--- config.mk ---
export PLATFORM = sky130hd
export DESIGN_NAME = mem_burst_master
export DESIGN_NICKNAME = d
export VERILOG_FILES = /design/src/rtl/mem_burst_master.sv
export SDC_FILE = /design/constraint.sdc
export NUM_CORES = 1
export LEC_CHECK = 0
export CAP_MARGIN = 15
export CORE_MARGIN = 10
export CORE_UTILIZATION = 54
export DETAILED_ROUTE_END_ITERATION = 6
export PLACE_DENSITY = 0.85
export SLEW_MARGIN = 5
export SYNTH_ARGS = -nofsm -noshare
export SYNTH_HDL_FRONTEND = slang
export SYNTH_SLANG_ARGS = --single-unit
--- constraint.sdc ---
create_clock -name i_sys_clk -period 6.3 [get_ports i_sys_clk]
set_clock_uncertainty 0.05 [all_clocks]
set_input_delay 1.26 -clock i_sys_clk [delete_from_list [all_inputs] [get_ports i_sys_clk]]
set_output_delay 1.26 -clock i_sys_clk [all_outputs]
set_load 0.01 [all_outputs]
--- src/rtl/mem_burst_master.sv ---
// mem_burst_master: single-command burst initiator for the register-array memory
// port. Takes one write or read burst, drives the memory pins cycle by cycle and
// returns read data as a valid-qualified stream.
//
// Optional feature macro: MEM_BURST_ADDR_WRAP_EN
//   defined   - bursts running past the top address wrap modulo 2^ADDR_W
//   undefined - such commands are rejected with a one-cycle o_err pulse
//
// state  | meaning
// IDLE   | waiting for i_start; only state that accepts a command
// WRITE  | o_wdata_ready high, one memory write per handshake
// READ   | one memory read issued per cycle, no stalls
// DRAIN  | all reads issued, waiting for outstanding returns
// DONE   | o_done pulse, back to IDLE next cycle
module mem_burst_master #(
    parameter int ADDR_W  = 4,
    parameter int WDATA_W = 4,
    parameter int RDATA_W = 8,
    parameter int RD_LAT  = 1
) (
    input  logic               i_sys_clk,
    input  logic               i_rst,
    input  logic               i_start,
    input  logic               i_op,
    input  logic [ADDR_W-1:0]  i_base_addr,
    input  logic [ADDR_W-1:0]  i_len,
    input  logic [WDATA_W-1:0] i_wdata,
    input  logic               i_wdata_valid,
    output logic               o_wdata_ready,
    output logic [RDATA_W-1:0] o_rdata,
    output logic               o_rdata_valid,
    output logic               o_busy,
    output logic               o_done,
    output logic               o_err,
    output logic               o_wr,
    output logic [ADDR_W-1:0]  o_wr_addr,
    output logic [WDATA_W-1:0] o_wr_data,
    output logic               o_rd,
    output logic [ADDR_W-1:0]  o_rd_addr,
    input  logic [RDATA_W-1:0] i_rd_data
);

    typedef enum logic [2:0] {
        S_IDLE,
        S_WRITE,
        S_READ,
        S_DRAIN,
        S_DONE
    } state_t;

    localparam logic [ADDR_W:0]   CNT_ONE  = {{ADDR_W{1'b0}}, 1'b1};
    localparam logic [ADDR_W-1:0] ADDR_ONE = {{(ADDR_W-1){1'b0}}, 1'b1};
    localparam logic [ADDR_W:0]   ADDR_TOP = {1'b0, {ADDR_W{1'b1}}};

    state_t            state;
    logic [ADDR_W:0]   len_p1;   // beats in the burst (len + 1)
    logic [ADDR_W:0]   beat_cnt; // beats transferred (write) or issued (read)
    logic [ADDR_W-1:0] wr_ptr;   // address of the next write beat
    logic [RD_LAT:0]   rd_pipe;  // one bit per read in flight, oldest at the top
    logic              cmd_reject;

`ifdef MEM_BURST_ADDR_WRAP_EN
    assign cmd_reject = 1'b0;
`else
    // A burst whose last address lands past the top of memory is refused.
    assign cmd_reject = (({1'b0, i_base_addr} + {1'b0, i_len}) > ADDR_TOP);
`endif

    // Command FSM with all memory-side and status outputs registered.
    always_ff @(posedge i_sys_clk) begin
        if (i_rst) begin
            state         <= S_IDLE;
            len_p1        <= '0;
            beat_cnt      <= '0;
            wr_ptr        <= '0;
            o_wdata_ready <= 1'b0;
            o_busy        <= 1'b0;
            o_done        <= 1'b0;
            o_err         <= 1'b0;
            o_wr          <= 1'b0;
            o_wr_addr     <= '0;
            o_wr_data     <= '0;
            o_rd          <= 1'b0;
            o_rd_addr     <= '0;
        end else begin
            o_wr   <= 1'b0;
            o_done <= 1'b0;
            o_err  <= 1'b0;
            case (state)
                S_IDLE: begin
                    if (i_start) begin
                        if (cmd_reject) begin
                            o_err <= 1'b1;
                        end else begin
                            len_p1 <= {1'b0, i_len} + CNT_ONE;
                            o_busy <= 1'b1;
                            if (i_op) begin
                                // First read goes out in the cycle right after acceptance.
                                state     <= S_READ;
                                o_rd      <= 1'b1;
                                o_rd_addr <= i_base_addr;
                                beat_cnt  <= CNT_ONE;
                            end else begin
                                state         <= S_WRITE;
                                o_wdata_ready <= 1'b1;
                                wr_ptr        <= i_base_addr;
                                beat_cnt      <= '0;
                            end
                        end
                    end
                end
                S_WRITE: begin
                    if (beat_cnt == len_p1) begin
                        // Last write is on the pins this cycle; completion follows it.
                        state  <= S_DONE;
                        o_done <= 1'b1;
                    end else if (i_wdata_valid && o_wdata_ready) begin
                        o_wr      <= 1'b1;
                        o_wr_addr <= wr_ptr;
                        o_wr_data <= i_wdata;
                        wr_ptr    <= wr_ptr + ADDR_ONE;
                        beat_cnt  <= beat_cnt + CNT_ONE;
                        if ((beat_cnt + CNT_ONE) == len_p1) begin
                            o_wdata_ready <= 1'b0;
                        end
                    end
                end
                S_READ: begin
                    if (beat_cnt == len_p1) begin
                        o_rd  <= 1'b0;
                        state <= S_DRAIN;
                    end else begin
                        o_rd_addr <= o_rd_addr + ADDR_ONE;
                        beat_cnt  <= beat_cnt + CNT_ONE;
                    end
                end
                S_DRAIN: begin
                    // Only the return landing this cycle may remain in flight.
                    if (rd_pipe[RD_LAT-1:0] == '0) begin
                        state  <= S_DONE;
                        o_done <= 1'b1;
                    end
                end
                S_DONE: begin
                    o_busy <= 1'b0;
                    state  <= S_IDLE;
                end
                default: begin
                    state <= S_IDLE;
                end
            endcase
        end
    end

    // Read return tracking: capture memory data when the matching issue bit arrives.
    always_ff @(posedge i_sys_clk) begin
        if (i_rst) begin
            rd_pipe <= '0;
            o_rdata <= '0;
        end else begin
            rd_pipe <= {rd_pipe[RD_LAT-1:0], o_rd};
            if (rd_pipe[RD_LAT-1]) begin
                o_rdata <= i_rd_data;
            end
        end
    end

    assign o_rdata_valid = rd_pipe[RD_LAT];

endmodule

# == Yosys cells after proc, flatten, opt, wreduce, memory -nomap -nowiden ==
# Index checks and enable logic that the tools add are counted.
# Widths: inputs -> output; s select.
# classes
muxes,45
n_eq_ne,17
n_lt_le_gt_ge,1
shift,0
bitwise,5
multipliers,0
div_mod_pow,0
n_reduce_logical,17
n_addsub,5
# ops
operator,count
$mux 4,9
$mux 5,5
$ne 2x2->1 const B,11
$mux 1,17
$pmux 4 s2,2
$mux 3,5
$pmux 5 s3,1
$reduce_and 5->1,3
$pmux 3 s4,1
$reduce_and 6->1,2
$eq 5x5->1,2
$reduce_and 3->1,3
$add 4x1->4 const B,2
$pmux 1 s2,4
$reduce_and 7->1,1
$eq 3x2->1 const B,2
$reduce_bool 2->1,3
$reduce_or 3->1,2
$add 4x1->5 const B,1
$add 4x4->5,1
$add 5x1->5 const B,1
$gt 5x4->1 const B,1
$not 1->1,5
$eq 3x1->1 const B,1
other kinds (5),5
# word_totals
romBits,0
output_inout_bits,27
reg_bits,45
input_bits,25
mem_count,0
ramBits,0
elab_cells,105
latch_bits,0

# == Logic depth before layout (Yosys ltp) ==
# Gate-level depths: netlist of run 1.
# depth
word_depth,6
mapped_depth,8

# == Worst setup path after synthesis of run 1 ==
# No wires, ideal clock.
# synth_timing
path_kind,input -> register
start,in i_base_addr[0]
end,reg wr_ptr[0]
arrival_ns,2.969
setup_slack_ns,3.210
stages,7
path_cell_list,ha_1 > fa_1 > a21o_1 > a2111oi_4 > o22ai_2 > a211o_1 > a21oi_1
# synth_via
elab_chain_cells,4
word_cells_on_any_way,8
cone_classes,add/sub (1); order compare (1); eq/ne (1); mux (4); reduce/logical (1)
# synth_lines
item,line,source
"start, declared",25,"input logic [ADDR_W-1:0] i_base_addr,"
$add 4x4->5 / $mux 4 (equally long branches),"66, 97",
$gt 5x4->1 / $mux 4 (equally long branches),"66, 92",
$ne 2x2->1 (no source line) / $mux 4 (equally long branches),--,
$reduce_and 6->1 (no source line) / $pmux 4 s2 (equally long branches),--,
"end signal, assigned",106,wr_ptr <= i_base_addr;
"end signal, assigned",121,wr_ptr <= wr_ptr + ADDR_ONE;
"end, declared",58,logic [ADDR_W-1:0] wr_ptr;
# Parallel ways exist; a longest one is shown, timed or not. The select of a mux whose other input is x is not followed.
# A chain may end at the register's enable or synchronous reset.

# == Final worst setup path of run 1 ==
# layout_timing
start,in i_len[0]
end,reg o_rd_addr[0]
# layout_via
elab_chain_cells,4
# layout_lines
item,line,source
"start, declared",26,"input logic [ADDR_W-1:0] i_len,"
$add 4x4->5,66,"assign cmd_reject = (({1'b0, i_base_addr} + {1'b0, i_len}) > ADDR_TOP);"
$gt 5x4->1,66,
$ne 2x2->1 (no source line),--,
$reduce_and 5->1 (no source line),--,
"end signal, assigned",101,o_rd_addr <= i_base_addr;
"end signal, assigned",133,o_rd_addr <= o_rd_addr + ADDR_ONE;
"end, declared",39,"output logic [ADDR_W-1:0] o_rd_addr,"
# Every way passes these cells.

==> results_dict.tcl, run 1 <==
set metrics [dict create \
    cts.sinks 45 \
    criticalPathCategory "primary input to flip-flop" \
    post_drt_wl_per_cell_um 16.5 \
    ys_warn_count 0 \
    status "finished clean" \
    hold_viol_final 0 \
    worstPathRequired_ns 6.50 \
    clk_latency_ns 0.30 \
    drc 0 \
    ctsHtreeMaxLevel 2 \
    syn-instance-count 246 \
    relSlewSlack_pct 25.2 \
    seq_area_frac_synth_pct 39.9 \
    dp_hpwl_um 4220 \
    ys_types 47 \
    leakage_nw 1.09 \
    cts_buffer_depth 2 \
    fp.dieH_um 84.7 \
    cts_root_buffer "clkbuf_8" \
    period_minus_slack_ns 3.80 \
    ys_ff_latch 45 \
    portBuffers 51 \
    cts_made_buffers 5 \
    dpl.cell_count 335 \
    grt_max_degree 42 \
    irDropWorstVdd_v 0.000197 \
    die_area_um2 7170 \
    drv_cap 0 \
    grt_pass1_wl_um 9350 \
    core_um2 4030 \
    timing.critical_path.buf_inv 1 \
    tightest_slew_ns 1.11 \
    maxSlewViolCount 0 \
    min_period_over_period_pct 60.3 \
    crit_path_cell_trace "clkdlybuf4s50_1 > ha_1 > fa_1 > a21o_1 > a211oi_2 > a221oi_4 > a21oi_1 > o221a_2" \
    drt_iter0_markers 152 \
    crit_family "compound AO/OA/AOI/OAI gates" \
    drive_above_1_share_pct 7.17 \
    cts_resized 0 \
    hold_buffers 0 \
    initial_core_util_pct 56.1 \
    clock.fmax_mhz 263 \
    rsz0062_at_grt "no" \
    grt_pass1_vias 1931 \
    p_per_area_nw_per_um2 321 \
    n_fill_cell 327 \
    rows 23 \
    slowest_delay_ns 0.78 \
    dr.pass1.iters 4 \
    cts_setup_buffers 0 \
    wl_um 5680 \
    critPathMaxFanout 13 \
    fin_cells 343 \
    syn_to_final_growth_pct 26.8 \
    antenna_found_initial 0 \
    cts_tree "yes" \
    setup_viol 0 \
    grt_overflow 0 \
    hold_path.class "flip-flop to flip-flop" \
    avgSynthCellArea_um2 9.19 \
    vias 1957 \
    fin_tns_setup_ns 0 \
    syn_area_um2 2260 \
    grtUsageTotal_pct 15.6 \
    drt-vias-per-instance 5.71 \
    crit_path_end_kind "flip-flop" \
    clk_pin_slew_ns 0.09 \
    cp.arrival_ns 4.00 \
    start_kind "primary input" \
    synth_nets 279 \
    crit_slowest_cell "a211oi_2" \
    layout.nets 325 \
    fp.dieW_um 84.7 \
    place.gp.congestion 0.859 \
    pin_count 52 \
    antenna_cells 0 \
    ant_nets 0 \
]
-- through the flow --
step | utilization [%] | hold WS [ns] | setup WS (ns) | instance area, um^2 | power (W)
global placement | 68.9 | 0.414 | 2.30 | 2780 | 0.000725
finish | 71.1 | 0.438 | 2.50 | 2870 | 0.000919
global route | 71.1 | 0.460 | 2.34 | 2870 | 0.000979
detailed placement | 68.9 | 0.429 | 2.24 | 2780 | 0.000738
CTS | 71.1 | 0.441 | 2.54 | 2870 | 0.000919
floorplan | - | 0.405 | 3.21 | 2260 | 0.000634
-- final timing paths --
kind / slack [ns] / depth (start not counted) / startpoint / to
worst min register to register: 0.44 / 2 / o_rd_addr[3] / o_rd_addr[3]
worst min-delay path: 0.44 / 2 / o_rd_addr[3] / o_rd_addr[3]
worst max-delay path: 2.50 / 8 / i_len[0] / o_rd_addr[0]
worst max register to register: 3.79 / 5 / len_p1[1] / o_wr_addr[0]
-- logic make-up after synthesis --
kind of cell | Yosys count | synth area share (%)
flops | 45 | 39.9
fa+ha+maj | 8 | 4.76
compound gates | 48 | 15.9
buf+inv | 19 | 3.77
xor+xnor | 12 | 4.65
mux | 24 | 10.7
simple gates | 90 | 20.3
-- cells in the mapped netlist (all sizes together) --
library cell | n | share of area, %
a2111oi | 3 | 2.0
a211o | 1 | 0.39
a211oi | 7 | 2.5
a21o | 2 | 0.66
a21oi | 17 | 3.8
a221oi | 1 | 1.2
and2 | 1 | 0.28
and4b | 2 | 0.89
buf | 8 | 1.9
clkbuf | 5 | 0.83
clkinv | 1 | 0.17
dfxtp | 45 | 40
fa | 1 | 0.89
ha | 7 | 3.9
inv | 5 | 0.83
mux2 | 1 | 0.50
mux2i | 23 | 10
nand2 | 15 | 2.5
nand2b | 1 | 0.28
nand3 | 10 | 2.2
nand4 | 2 | 0.55
nand4b | 1 | 0.39
nor2 | 34 | 6.0
nor2b | 2 | 0.55
nor3 | 5 | 1.3
nor3b | 2 | 0.66
nor4 | 4 | 1.1
nor4b | 1 | 0.39
o211ai | 1 | 0.33
o21ai | 9 | 2.0
o221a | 2 | 1.0
o22ai | 1 | 0.55
o32ai | 4 | 1.6
or2 | 3 | 0.83
or3 | 5 | 1.6
or3b | 2 | 0.78
xnor2 | 8 | 3.1
xor2 | 4 | 1.6
-- cells in the final DEF, fill, tap and decap left out, types with 2 or more instances in the layout --
cell              n
ha_1              7
o221a_2           2
and4b_1           2
nand2_1          15
or3b_2            2
nor2_1           33
or3_1             4
xnor2_1           8
o32ai_1           4
clkbuf_8          5
nor3b_1           2
nor3_1            4
mux2i_1          23
xor2_1            4
nand3_1          10
or2_0             2
inv_1             5
clkdlybuf4s50_1  51
o21ai_0           7
a21o_1            2
nand4_1           2
a2111oi_0         2
nor4_1            4
o21ai_1           2
a211oi_1          6
clkinvlp_4        2
a21oi_1          17
dfxtp_1          45
nor2b_1           2
-- report_power, final --
part           total (W)  switching (W)  internal, W
Sequential      0.000373      0.0000514     0.000322
Clock           0.000181       0.000103    0.0000783
Combinational   0.000365       0.000200     0.000165
-- per-layer routing --
layer / global-route usage, % / vias up / wire [um]
li1: - / 974 / -
met1: 18.8 / 931 / 2500
met2: 26.4 / 45 / 2830
met3: 3.29 / 7 / 250
met4: 6.14 / 0 / 91
met5: 0 / - / 0
-- area by class of cell --
| cell class | instances | area [um^2] | share of cell area, % |
|---|---|---|---|
| Timing Repair Buffer | 52 | 518 | 18.1 |
| Sequential cell | 45 | 901 | 31.4 |
| Multi-Input combinational cell | 182 | 1270 | 44.5 |
| Clock inverter | 2 | 15.0 | 0.524 |
| Clock buffer | 6 | 72.6 | 2.53 |
| Inverter | 6 | 22.5 | 0.786 |
| Tap cell | 50 | 62.6 | 2.18 |
-- worst min-delay path, delay by kind of cell, from the launching register on --
family	cells	cell delay (ns)
and+or+nand+nor	1	0.06
AOI/OAI and AO/OA	1	0.06
DFF	1	0.33
-- sequential cells by signal, summed over array words and instances, names as in the netlist --
name           flops
state              3
o_wr_data          4
o_rd               1
o_busy             1
o_wr_addr          4
o_wr               1
o_rdata            8
o_wdata_ready      1
o_rd_addr          4
rd_pipe            2
wr_ptr             4
len_p1             5
o_done             1
o_err              1
beat_cnt           5
Note: power is estimated with default switching activity, not from simulation.
==> run 2, diff against run 1 <==
--- a/config.mk
+++ b/config.mk
@@ -7,9 +7,9 @@
 export LEC_CHECK = 0
 export CAP_MARGIN = 15
 export CORE_MARGIN = 10
-export CORE_UTILIZATION = 54
+export CORE_UTILIZATION = 45
 export DETAILED_ROUTE_END_ITERATION = 6
-export PLACE_DENSITY = 0.85
+export PLACE_DENSITY = 0.76
 export SLEW_MARGIN = 5
 export SYNTH_ARGS = -nofsm -noshare
 export SYNTH_HDL_FRONTEND = slang
==> constraint.sdc (replaced) <==
create_clock -name i_sys_clk -period 3.2 [get_ports i_sys_clk]
set_clock_uncertainty 0.05 [all_clocks]
set_input_delay 0.64 -clock i_sys_clk [delete_from_list [all_inputs] [get_ports i_sys_clk]]
set_output_delay 0.64 -clock i_sys_clk [all_outputs]
set_load 0.01 [all_outputs]
==> results_dict.tcl, run 2 (synthesis gave the netlist of run 1 again) <==
set metrics [dict create \
    status "finished clean" \
    cts_setup_buffers 0 \
    wl_um 5560 \
    fp.dieH_um 90.9 \
    placed_area_um2 2810 \
    leakage_nw 1.12 \
    multiInputGateArea_um2 1270 \
    reg2reg_slack_ns 0.97 \
    maxSlewViolCount 0 \
    min_period_over_period_pct 86.7 \
    hold_viol_final 0 \
    cts_root_buffer "clkbuf_8" \
    initial_core_util_pct 47.2 \
    clk_latency_ns 0.30 \
    n_fill_cell 416 \
    fp.dieW_um 90.9 \
    drt_iter0_markers 137 \
    period_minus_slack_ns 2.77 \
    layout.nets 328 \
    grt_pass1_vias 1891 \
    drc 0 \
    core_um2 4790 \
    drt-vias-per-instance 5.44 \
    cts.sinks 45 \
    antenna_found_initial 0 \
    cts_tree "yes" \
    layout_common_cells "clkdlybuf4s50_1, dfxtp_1, nor2_1, mux2i_1, a21oi_1" \
    pin_count 52 \
    p_per_area_nw_per_um2 641 \
    critPathMaxFanout 7 \
    clk_pin_slew_ns 0.08 \
    syn_to_final_growth_pct 29.8 \
    top_register "o_rdata" \
    crit_path_end_kind "flip-flop" \
    setup_viol 0 \
    rows 25 \
    hold_path.class "flip-flop to flip-flop" \
    dp_hpwl_um 4190 \
    final_common_cell "clkdlybuf4s50_1" \
    grt_max_degree 26 \
    start_kind "primary input" \
    antenna_cells 0 \
    ant_nets 0 \
    relSlewSlack_pct 56.0 \
    criticalPathCategory "primary input to flip-flop" \
    largest_reg_flops 8 \
    ctsHtreeMaxLevel 2 \
    die_area_um2 8260 \
    clock.fmax_mhz 360 \
    cts_resized 0 \
    irDropWorstVdd_v 0.000287 \
    cp.arrival_ns 2.96 \
    grtUsageTotal_pct 13.2 \
    drv_cap 0 \
    place.gp.congestion 0.851 \
    vias 1975 \
    rsz0062_at_grt "no" \
    worstPathRequired_ns 3.39 \
    cts_made_buffers 5 \
    post_drt_wl_per_cell_um 15.3 \
    hold_buffers 0 \
    portBuffers 51 \
    tightest_slew_ns 0.658 \
    grt_overflow 0 \
    p_total_w 0.00188 \
    fin_tns_setup_ns 0 \
    reg_top3 "o_rdata (8), beat_cnt (5), len_p1 (5)" \
    final-seq-area_um2 901 \
    dr.pass1.iters 4 \
    grt_pass1_wl_um 9090 \
    cts_buffer_depth 2 \
    drive_above_1_share_pct 8.11 \
    fin_area_um2 2930 \
]
-- run 2: cell types whose count changed in the layout (fill, tap and decap cells not counted), sizes merged --
cell and delta:
buf +3, clkinvlp -2, bufinv +1, clkinv +1
-- run 2: path summary, 6_finish.rpt --
path,from,endpoint,cells past startpoint
max,i_len[0],wr_ptr[0],8
min,beat_cnt[4],beat_cnt[4],2
max reg2reg,state[0],beat_cnt[1],5
min reg2reg,beat_cnt[4],beat_cnt[4],2
-- run 2: routing by layer --
metal	vias up	routed length (um)	track usage (%)
met2	55	2590	20.3
li1	984	-	-
met1	922	2510	16.2
met4	0	113	6.01
met5	-	0	0
met3	14	344	4.24
-- run 2: stage by stage --
stage	setup slack, ns	hold slack (ns)	std cells	utilization, %
final	0.426	0.437	363	61.3
after global routing	0.260	0.469	363	61.3
after global placement	0.179	0.416	354	58.8
after floorplan	0.730	0.405	246	-
after CTS	0.419	0.437	362	61.1
after detailed placement	0.109	0.426	354	58.8
-- run 2: final cells by class --
| class | instances | share of cell area, % |
|---|---|---|
| multi-input cells | 182 | 43.4 |
| inverters | 6 | 0.768 |
| flip-flops and latches | 45 | 30.7 |
| clock buffers | 6 | 2.47 |
| clock inverters | 2 | 1.32 |
| well taps | 67 | 2.86 |
| repair buffers | 55 | 18.4 |
-- run 2: report_power, final --
part	switching [W]	internal, W	total, W
combinational	0.000384	0.000329	0.000713
sequential	0.0000997	0.000634	0.000734
clock	0.000199	0.000235	0.000433
total	0.000682	0.00120	0.00188
-- run 2: critical path, cell delays in order --
cell,delay [ns]
clkdlybuf4s50_1,0.45
ha_1,0.22
fa_1,0.37
a21o_1,0.27
a2111oi_4,0.40
o22ai_2,0.18
a211o_1,0.29
a21oi_1,0.12
